==> config.mk <==
export PLATFORM = sky130hd
export DESIGN_NAME = grf_sb_flat
export DESIGN_NICKNAME = d
export VERILOG_FILES = /design/src/rtl/grf_pkg.sv /design/src/rtl/grf_sb_if.sv /design/src/rtl/grf_scoreboard.sv /design/src/rtl/grf_sb.sv /design/src/flat_wrapper.sv
export SDC_FILE = /design/constraint.sdc
export NUM_CORES = 2
export LEC_CHECK = 0
export BUFFER_PORTS_ARGS = -buffer_cell sky130_fd_sc_hd__buf_2
export CAP_MARGIN = 20
export CORE_AREA = 2 2 407 409
export CTS_CLUSTER_DIAMETER = 200
export DETAILED_ROUTE_END_ITERATION = 16
export DIE_AREA = 0 0 409 411
export GPL_ROUTABILITY_DRIVEN = 0
export GPL_TIMING_DRIVEN = 0
export PLACE_DENSITY = 0.61
export SYNTH_ARGS = -nofsm -noshare
export SYNTH_HDL_FRONTEND = slang
export SYNTH_HIERARCHICAL = 1
export SYNTH_SLANG_ARGS = --single-unit
==> constraint.sdc <==
create_clock -name clk -period 3.1 [get_ports clk]
set_input_delay 0.62 -clock clk [delete_from_list [all_inputs] [get_ports clk]]
set_output_delay 0.62 -clock clk [all_outputs]
set_load 0.02 [all_outputs]
==> src/rtl/grf_pkg.sv <==
// -----------------------------------------------------------------------------
// grf_pkg
// Shared constants for the pipelined general register file (grf_sb) and its
// pending-bit scoreboard.
//
// Contents:
//   GRF_DW    - default data width in bits
//   GRF_AW    - default address width (depth = 2**GRF_AW)
//   ZERO_REG  - architectural zero register (reads 0, never written/pending)
//   TRACE_FMT - simulation trace format for committed writes: pc, addr, data
//   is_zero_reg() - helper comparing an address against ZERO_REG
// -----------------------------------------------------------------------------
package grf_pkg;

    localparam int GRF_DW = 32;
    localparam int GRF_AW = 5;

    localparam int ZERO_REG = 0;

    localparam string TRACE_FMT = "@%h: $%d <= %h";

    // Width-agnostic zero-register test: every address bit must be clear.
    function automatic logic is_zero_reg(input logic [31:0] addr);
        return addr == 32'(ZERO_REG);
    endfunction

endpackage : grf_pkg

==> src/rtl/grf_sb_if.sv <==
// -----------------------------------------------------------------------------
// grf_sb_if
// Bundles the decode/writeback-facing signals of the register file.
//
// Parameters: DW data width, AW address width, NR number of read ports.
// Signals:
//   pc    - PC of the instruction being written back (trace only)
//   we    - write enable
//   wa    - write address
//   wd    - write data
//   ra    - packed read addresses, port i at [i*AW +: AW]
//   rd    - packed read data,      port i at [i*DW +: DW]
//   rhaz  - per-port hazard flag
//   iss   - issue: mark destination ia pending
//   ia    - issue destination address
//   flush - clear all pending bits
// Modports:
//   master - pipeline side (drives addresses, write and issue controls)
//   slave  - register file side (drives read data and hazard flags)
// -----------------------------------------------------------------------------
interface grf_sb_if
    import grf_pkg::*;
#(
    parameter int DW = GRF_DW,
    parameter int AW = GRF_AW,
    parameter int NR = 2
) ();

    logic [DW-1:0]    pc;
    logic             we;
    logic [AW-1:0]    wa;
    logic [DW-1:0]    wd;
    logic [NR*AW-1:0] ra;
    logic [NR*DW-1:0] rd;
    logic [NR-1:0]    rhaz;
    logic             iss;
    logic [AW-1:0]    ia;
    logic             flush;

    modport master (
        output pc, we, wa, wd, ra, iss, ia, flush,
        input  rd, rhaz
    );

    modport slave (
        input  pc, we, wa, wd, ra, iss, ia, flush,
        output rd, rhaz
    );

endinterface : grf_sb_if

==> src/rtl/grf_scoreboard.sv <==
// -----------------------------------------------------------------------------
// grf_scoreboard
// Per-register pending bits. A register becomes pending when decode issues an
// instruction that will write it, and stops being pending when writeback
// writes it. Flush drops every pending bit at once.
//
// Update order at each posedge (reset has precedence over all of it):
//   1. flush clears everything; we/iss are ignored for pending.
//   2. otherwise a write to wa clears pend[wa],
//   3. then an issue to ia sets pend[ia], so a same-cycle issue and writeback
//      to one register leaves it pending (the newer producer wins).
// The zero register is never pending.
//
// Ports:
//   clk   in  1        clock
//   reset in  1        synchronous active-high reset, clears all bits
//   flush in  1        clear all pending bits
//   we    in  1        writeback write enable
//   wa    in  AW       writeback address
//   iss   in  1        issue enable
//   ia    in  AW       issue destination address
//   pend  out 2**AW    current pending bits (bit 0 always 0)
// -----------------------------------------------------------------------------
module grf_scoreboard
    import grf_pkg::*;
#(
    parameter int AW = GRF_AW
) (
    input  logic              clk,
    input  logic              reset,
    input  logic              flush,
    input  logic              we,
    input  logic [AW-1:0]     wa,
    input  logic              iss,
    input  logic [AW-1:0]     ia,
    output logic [2**AW-1:0]  pend
);

    localparam int DEPTH = 2**AW;

    logic [DEPTH-1:0] pend_q;
    logic [DEPTH-1:0] pend_d;

    always_comb begin
        // NOTE: pend_d starts from the held value so every path assigns it;
        // without this default the partial bit updates would infer latches.
        pend_d = pend_q;
        if (flush) begin
            pend_d = '0;
        end else begin
            if (we && !is_zero_reg(32'(wa))) begin
                pend_d[wa] = 1'b0;
            end
            if (iss && !is_zero_reg(32'(ia))) begin
                pend_d[ia] = 1'b1;
            end
        end
        pend_d[ZERO_REG] = 1'b0;
    end

    always_ff @(posedge clk) begin
        // NOTE: state is updated with non-blocking assignments so every
        // register samples its pre-edge inputs regardless of block order.
        if (reset) begin
            pend_q <= '0;
        end else begin
            pend_q <= pend_d;
        end
    end

    assign pend = pend_q;

endmodule : grf_scoreboard

==> src/rtl/grf_sb.sv <==
// -----------------------------------------------------------------------------
// grf_sb
// General register file for the pipelined CPU: one write port, NR
// combinational read ports with write-through bypass, and a per-register
// pending scoreboard feeding per-port hazard flags to the stall logic.
//
// Parameters:
//   DW  data width in bits
//   AW  address width, depth = 2**AW
//   NR  number of read ports (>= 1)
//
// Ports:
//   clk    in     1   clock
//   reset  in     1   synchronous active-high; clears all registers and
//                     pending bits, overrides write/issue/flush on that edge
//   bus    slave      grf_sb_if: pc, we, wa, wd, ra, iss, ia, flush in;
//                     rd, rhaz out
//
// Read port i (combinational, latency 0):
//   ra_i == 0                 -> rd_i = 0, rhaz_i = 0
//   we && wa == ra_i          -> rd_i = wd (bypass), rhaz_i = 0
//   otherwise                 -> rd_i = reg[ra_i], rhaz_i = pend[ra_i]
// Writes land at the posedge (latency 1); each committed write prints a
// trace line in simulation.
// -----------------------------------------------------------------------------
module grf_sb
    import grf_pkg::*;
#(
    parameter int DW = GRF_DW,
    parameter int AW = GRF_AW,
    parameter int NR = 2
) (
    input  logic      clk,
    input  logic      reset,
    grf_sb_if.slave   bus
);

    localparam int DEPTH = 2**AW;

    logic [DW-1:0]    regs_q [DEPTH];
    logic [DEPTH-1:0] pend;
    logic             wr_en;

    // The zero register swallows writes entirely: no storage update, no trace.
    assign wr_en = bus.we && !is_zero_reg(32'(bus.wa));

    // -------------------------------------------------------------------------
    // Storage and write trace
    // -------------------------------------------------------------------------
    always_ff @(posedge clk) begin
        if (reset) begin
            // NOTE: the array is reset explicitly because the architecture
            // requires every register to read 0 after reset; this forces
            // flops rather than a RAM macro, which is acceptable at this depth.
            for (int i = 0; i < DEPTH; i++) begin
                regs_q[i] <= '0;
            end
        end else if (wr_en) begin
            regs_q[bus.wa] <= bus.wd;
`ifndef SYNTHESIS
            $display("%s", $sformatf(TRACE_FMT, bus.pc, bus.wa, bus.wd));
`endif
        end
    end

    // -------------------------------------------------------------------------
    // Pending scoreboard
    // -------------------------------------------------------------------------
    grf_scoreboard #(
        .AW (AW)
    ) u_scoreboard (
        .clk   (clk),
        .reset (reset),
        .flush (bus.flush),
        .we    (bus.we),
        .wa    (bus.wa),
        .iss   (bus.iss),
        .ia    (bus.ia),
        .pend  (pend)
    );

    // -------------------------------------------------------------------------
    // Read ports: bypass and hazard mux
    // -------------------------------------------------------------------------
    for (genvar g = 0; g < NR; g++) begin : g_rd
        logic [AW-1:0] ra_p;
        logic          nz;
        logic          hit;

        assign ra_p = bus.ra[g*AW +: AW];
        assign nz   = !is_zero_reg(32'(ra_p));
        // A write in flight to this register both supplies the data and
        // resolves the hazard within the same cycle.
        assign hit  = bus.we && (bus.wa == ra_p);

        assign bus.rd[g*DW +: DW] = !nz ? {DW{1'b0}}
                                  : hit ? bus.wd
                                  :       regs_q[ra_p];

        assign bus.rhaz[g] = nz && pend[ra_p] && !hit;
    end

endmodule : grf_sb
==> src/flat_wrapper.sv <==
// flat-port wrapper written by rule: the top's interface ports become plain ports
module grf_sb_flat import grf_pkg::*;
#(
    parameter int DW = GRF_DW,
    parameter int AW = GRF_AW,
    parameter int NR = 2
)
  (clk, reset, bus_pc, bus_we, bus_wa, bus_wd, bus_ra, bus_iss, bus_ia, bus_flush, bus_rd, bus_rhaz);
  grf_sb_if #(.DW(DW), .AW(AW), .NR(NR)) bus_i ();
  input  logic clk;
  input  logic reset;
  input wire logic [$bits(bus_i.pc)-1:0] bus_pc;
  input wire logic [$bits(bus_i.we)-1:0] bus_we;
  input wire logic [$bits(bus_i.wa)-1:0] bus_wa;
  input wire logic [$bits(bus_i.wd)-1:0] bus_wd;
  input wire logic [$bits(bus_i.ra)-1:0] bus_ra;
  input wire logic [$bits(bus_i.iss)-1:0] bus_iss;
  input wire logic [$bits(bus_i.ia)-1:0] bus_ia;
  input wire logic [$bits(bus_i.flush)-1:0] bus_flush;
  output wire logic [$bits(bus_i.rd)-1:0] bus_rd;
  output wire logic [$bits(bus_i.rhaz)-1:0] bus_rhaz;
  assign bus_i.pc = bus_pc;
  assign bus_i.we = bus_we;
  assign bus_i.wa = bus_wa;
  assign bus_i.wd = bus_wd;
  assign bus_i.ra = bus_ra;
  assign bus_i.iss = bus_iss;
  assign bus_i.ia = bus_ia;
  assign bus_i.flush = bus_flush;
  assign bus_rd = bus_i.rd;
  assign bus_rhaz = bus_i.rhaz;
  grf_sb #(.DW(DW), .AW(AW), .NR(NR)) u_core (.clk(clk), .reset(reset), .bus(bus_i));
endmodule
Yosys cells after proc, flatten, opt, wreduce, memory -nomap -nowiden:

Memories as Yosys holds them, arrays and structs flattened.
Cells that the tools add are included.

* memory bits (read-only): 0
* flip-flop bits (word level): 32
* latch bits: 0
* logic and storage cells: 59
* memory bits (writable): 1024
* input bits: 89
* output and inout port bits: 66
* memories: 1

* reduce and logical (&&, ||, !) cells: 22
* bitwise logic cells: 3
* muxes and demuxes: 23
* equality and inequality tests: 2
* $mul: 0
* shift operators: 0
* div/mod/pow operators: 0
* order comparisons: 6
* add/sub/neg operators: 0

Memories
* u_core.regs_q: depth 32, bits a word 32, rd ports 2, clocked after memory_dff 0, wr ports 32, line grf_sb.sv:40 `logic [DW-1:0] regs_q [DEPTH];`

Operators with widths (count)
* 32-bit two-way mux: 8
* 32-bit bitwise AND: 1
* 32-bit NOT: 1
* 32-bit bitwise OR: 1
* 32-bit OR reduction: 1
* 5-bit by 6-bit less-than comparator with 1-bit output (second input constant): 4
* 5-bit logical NOT: 4
* 1-bit binary-select mux with 5-bit select: 2
* 1-bit demux with 5-bit select: 2
* 5-bit == test: 2
* 5-bit by 1-bit >= comparator with 1-bit output (second input constant): 2
* 1-bit logical AND: 10
* 1-bit two-way mux: 10
* 1-bit logical NOT: 6
* 5-bit two-way mux: 1
* 2-bit OR reduction: 1

Longest topological paths before layout:

* depth after elaboration: 10
* mapped depth: 10
* mapped depth without buffers: 6

Modules after synthesis:

The synthesis kept the hierarchy.

Modules (own cells, without submodules)
* grf_sb: cells an instance 3767, sequential area each 30749.5 um^2, area an instance 55568.3 um^2, times used 1
* grf_scoreboard: cells an instance 132, sequential area each 620.6 um^2, area an instance 1315.0 um^2, times used 1

Worst setup path before layout:

OpenSTA, ideal clock, no wires.

* kind: input to output
* from: input port bus_ra[6]
* to: output port bus_rd[51]
* required time: 2.480 ns
* setup slack: 0.067 ns
* buffers on the path: 3
* cell stages on the path: 8
* arrival: 2.413 ns
* cells stage by stage: buf_2 buf_2 clkbuf_1 mux4_2 a22o_1 a311oi_1 a21oi_1 a22o_1

* cells in the longest elaborated chain, start to end: 4
* elaborated cells on any way between the ends: 6
* classes of those cells: 1 x eq/ne; 2 x mux; 2 x reduce/logical; 1 x memory

RTL lines
* start, declared: line flat_wrapper.sv:16 `input wire logic [$bits(bus_i.ra)-1:0] bus_ra;`
* parallel branches: the longest is 3 deep, another holds memory read 32 x 32 bit
* 32-bit two-way mux (*): line grf_sb.sv:96 `assign bus.rd[g*DW +: DW] = !nz ? {DW{1'b0}}`
* end, declared: line flat_wrapper.sv:20 `output wire logic [$bits(bus_i.rd)-1:0] bus_rd;`

Mark *: on every way between the ends.

Worst setup path after layout:

* from: input port bus_ra[5]
* to: output port bus_rd[41]

The elaborated chain is that of the path after synthesis.

==> results.md <==
* R2r startpoint: u_core/u_scoreboard/pend[31]$_SDFF_PP0_
* Max FO, Critical Path at 7
* Crit Path Class: in -> out
* Crit-path cells: buf_12, buf_12, buf_16, buf_12, buf_12, buf_16, mux2i_4, o221ai_4, a311oi_4, a21oi_2, a22o_1, buf_6
* Hold Fails Final Rpt at 0
* Peak Freq at 279 MHz
* Outcome: finished, violations left
* Final WS setup at -479 ps
* Peak supply drop at 0.000424 V
* Met1 usage at 33.9%
* FF+latch count, synth at 1055
* Startpoint types: primary input
* Syn Std Cell Area at 0.0569 mm2
* Met2 usage at 42.1%
* Synth top area share at 54.1%
* Final nets at 4444
* Worst slack, placed at -2080 ps
* Area Growth Syn to Fin at 24.9%
* Initial antenna violation count at 15
* Setup Viol. Count Final at 66
* Drt first pass iters at 7
* Antenna-violating nets left at 0
* Iteration-0 DRC Markers at 6997
* Setup crit start: bus_ra[5]
* WL per Instance at 36.4 um
* Layout cells sized above 1 at 34.5%
* GR Overflow Total at 0
* Sequential area share after synthesis at 55.1%
* Hold Path Class: in -> reg
* Ports at 155
* Pin count of the biggest net entering global routing at 33
* Fill cells at 14409
* Most common cell after layout, fill and taps aside: edfxtp_1
* R2R cell count at 1
* Vias in the first global route at 39870
* Yosys warnings at 6
* Highest-delay cell along the critical path: a311oi_4
* Worst clock skew at 0 ps
* Min cycle time layout at 3580 ps
* Worst EP required at 2480 ps
* Via count at 41598
* Die ar. at 0.168 mm2
* Row cnt at 149
* Maximum clock insertion buffer count at 3
* Relative slew slack at 22.7%
* Final WL at 242000 um
* Worst-Skew Late Latency at 760 ps
* Vias per cell at 6.27
* Flop2flop setup slack at 2430 ps
* GR peak layer: met2
* Die H at 411 um
* Most common cell type on the critical path: buf_12
* CTS sink count at 1055
* Most frequent cells in the layout: edfxtp_1 (1024), and2_1 (992), mux4_2 (442), clkbuf_1 (216), mux2i_1 (153)
* Largest stage delay, worst path at 500 ps
* Worst r2r dst: u_core/u_scoreboard/pend[31]$_SDFF_PP0_
* Top cell type by total area after synthesis: edfxtp_1
* Synth Flop Type: edfxtp_1
* Final-report max-slew violation count at 0
* First-pass GRT wire length at 325000 um
* Total track usage at 28.0%
* Yosys cell types at 51
* Synth async-reset ratio at 0%
* Failing checks: negative setup slack
* Clk slew on worst S/H paths at 60 ps
* Lkg Pwr at 24.5 nW
* Crit path DAT at 2960 ps
* Max-cap violation count at 0
* Core area at 0.164 mm2
* TritonCTS clock tree: built
* PD cells at 517 mW/mm2
* IO Port Bufs at 114
* Slew at the pin closest to its max-slew limit at 1160 ps
* Post-synth EDFFs at 1024
* Tcrit/Tclk final at 115%
* Residual DRC at 0
* Mapped Cells at 3899
* CTS Hold Bufs at 0
* Syn_area_per_cell at 14.6 um2
* Die X-Extent at 409 um
* Met3 Usage GRT at 10.8%
* Setup_tns at -18000 ps
* Largest cells by area after synthesis: edfxtp_1 (54%), mux4_2 (17%), and2_1 (11%), mux2i_1 (3.5%), clkbuf_1 (1.9%)
* Critical Path Sink Type: primary output
* Placed wire-length estimate at 170000 um
* Initial Utilization at 34.7%
* Worst setup path end: bus_rd[41]
* RSZ-0062 raised after global routing: yes
* H-tree depth at 3
* TritonCTS Buffers at 110
* CTS root buffer: clkbuf_16
worst min-delay path by stage:
stage	end	depth (start not counted)	slack, ps	startpoint
floorplan	u_core/u_scoreboard/pend[15]$_SDFF_PP0_	1	480	u_core/u_scoreboard/pend[15]$_SDFF_PP0_
global placement	u_core/u_scoreboard/pend[10]$_SDFF_PP0_	1	490	u_core/u_scoreboard/pend[10]$_SDFF_PP0_
detailed placement	u_core/u_scoreboard/pend[6]$_SDFF_PP0_	1	510	u_core/u_scoreboard/pend[6]$_SDFF_PP0_
CTS	u_core/regs_q[6][18]$_SDFFCE_PN0P_	2	270	bus_wd[18]
global route	u_core/regs_q[5][8]$_SDFFCE_PN0P_	2	310	bus_wd[8]
finish	u_core/regs_q[6][25]$_SDFFCE_PN0P_	2	310	bus_wd[25]
power by group:
group | switching [mW] | internal, mW | total [mW]
Clock | 5.93 | 7.68 | 13.6
Sequential | 0.437 | 16.4 | 16.8
Combinational | 3.69 | 2.62 | 6.31
Total | 10.1 | 26.7 | 36.8
logic make-up after synthesis:
logic type | after synthesis | share of synthesized area, %
flip-flops | 1055 | 55.1
AO/OA/AOI/OAI | 478 | 6.36
buffers and inverters | 423 | 3.50
AND/OR/NAND/NOR | 1279 | 13.6
XOR/XNOR | 10 | 0.154
other | 2 | 0.0132
multiplexers | 652 | 21.2
timing repair:
action | CTS | global route
gates resized for setup | 956 | 189
gates cloned | 15 | 3
pin swaps | 166 | 120
buffers inserted | 114 | 64
setup endpoints to repair | 98 | 66
critical path, delay by kind of cell:
kind / cells / cell delay [ps]
buffers and inverters: 7 / 980
multiplexers: 1 / 270
AO/OA/AOI/OAI: 4 / 1030
cell type report:
class                           instances  area, um2  area share (%)
Tap cell                             2189       2740            3.85
Timing Repair Buffer                  325       3800            5.35
Sequential cell                      1055      31400            44.1
Clock inverter                         67        664           0.935
Inverter                                1       8.76          0.0123
Clock buffer                          133       2920            4.11
Antenna cell                            6       15.0          0.0211
Buffer                                410       3570            5.03
Multi-Input combinational cell       2452      26000            36.6
sequential cells by signal, summed over array words and instances, names as in the netlist:
register and cells:
u_core/regs_q 1024, u_core/u_scoreboard/pend 31
stage by stage:
stage	total power, mW	cells	hold slack [ps]	cell area (um2)	utilization [%]
floorplan	19.7	3930	481	57000	-
global placement	21.7	6233	492	60300	36.8
detailed placement	21.9	6256	512	60700	37.1
CTS	36.3	6579	271	69800	42.6
global route	37.4	6635	315	71100	43.4
finish	36.8	6638	312	71100	43.4
cell usage after synthesis, types with 3 or more instances:
cell type and instances:
mux4_2 442, nor3_1 11, buf_4 26, nor2b_1 37
a21oi_1 71, nor4_1 4, clkbuf_1 290, a311oi_1 29
buf_2 69, or3b_2 3, nor4_2 3, o221ai_1 37
nor4b_2 3, o22ai_1 56, and3_1 4, a32o_1 35
dfxtp_1 31, buf_6 29, nand2_1 56, o21ai_0 12
edfxtp_1 1024, mux2_2 8, a221o_1 17, a211oi_1 73
o221a_2 4, and3b_1 6, nand3b_1 8, xor2_1 8
nand2b_1 6, buf_1 8, nor2_1 81, nor3b_2 5
or2_2 34, mux2i_1 201, and2_1 994, o211ai_1 17
a22o_1 59, a22oi_1 65, nand3_1 16
layer usage:
layer | wire (um) | vias to the layer above
met1 | 83300 | 21163
met3 | 35100 | 884
met2 | 106000 | 3517
met5 | 485 | -
li1 | - | 16020
met4 | 17100 | 14
Power figures use the tool's default switching activity.
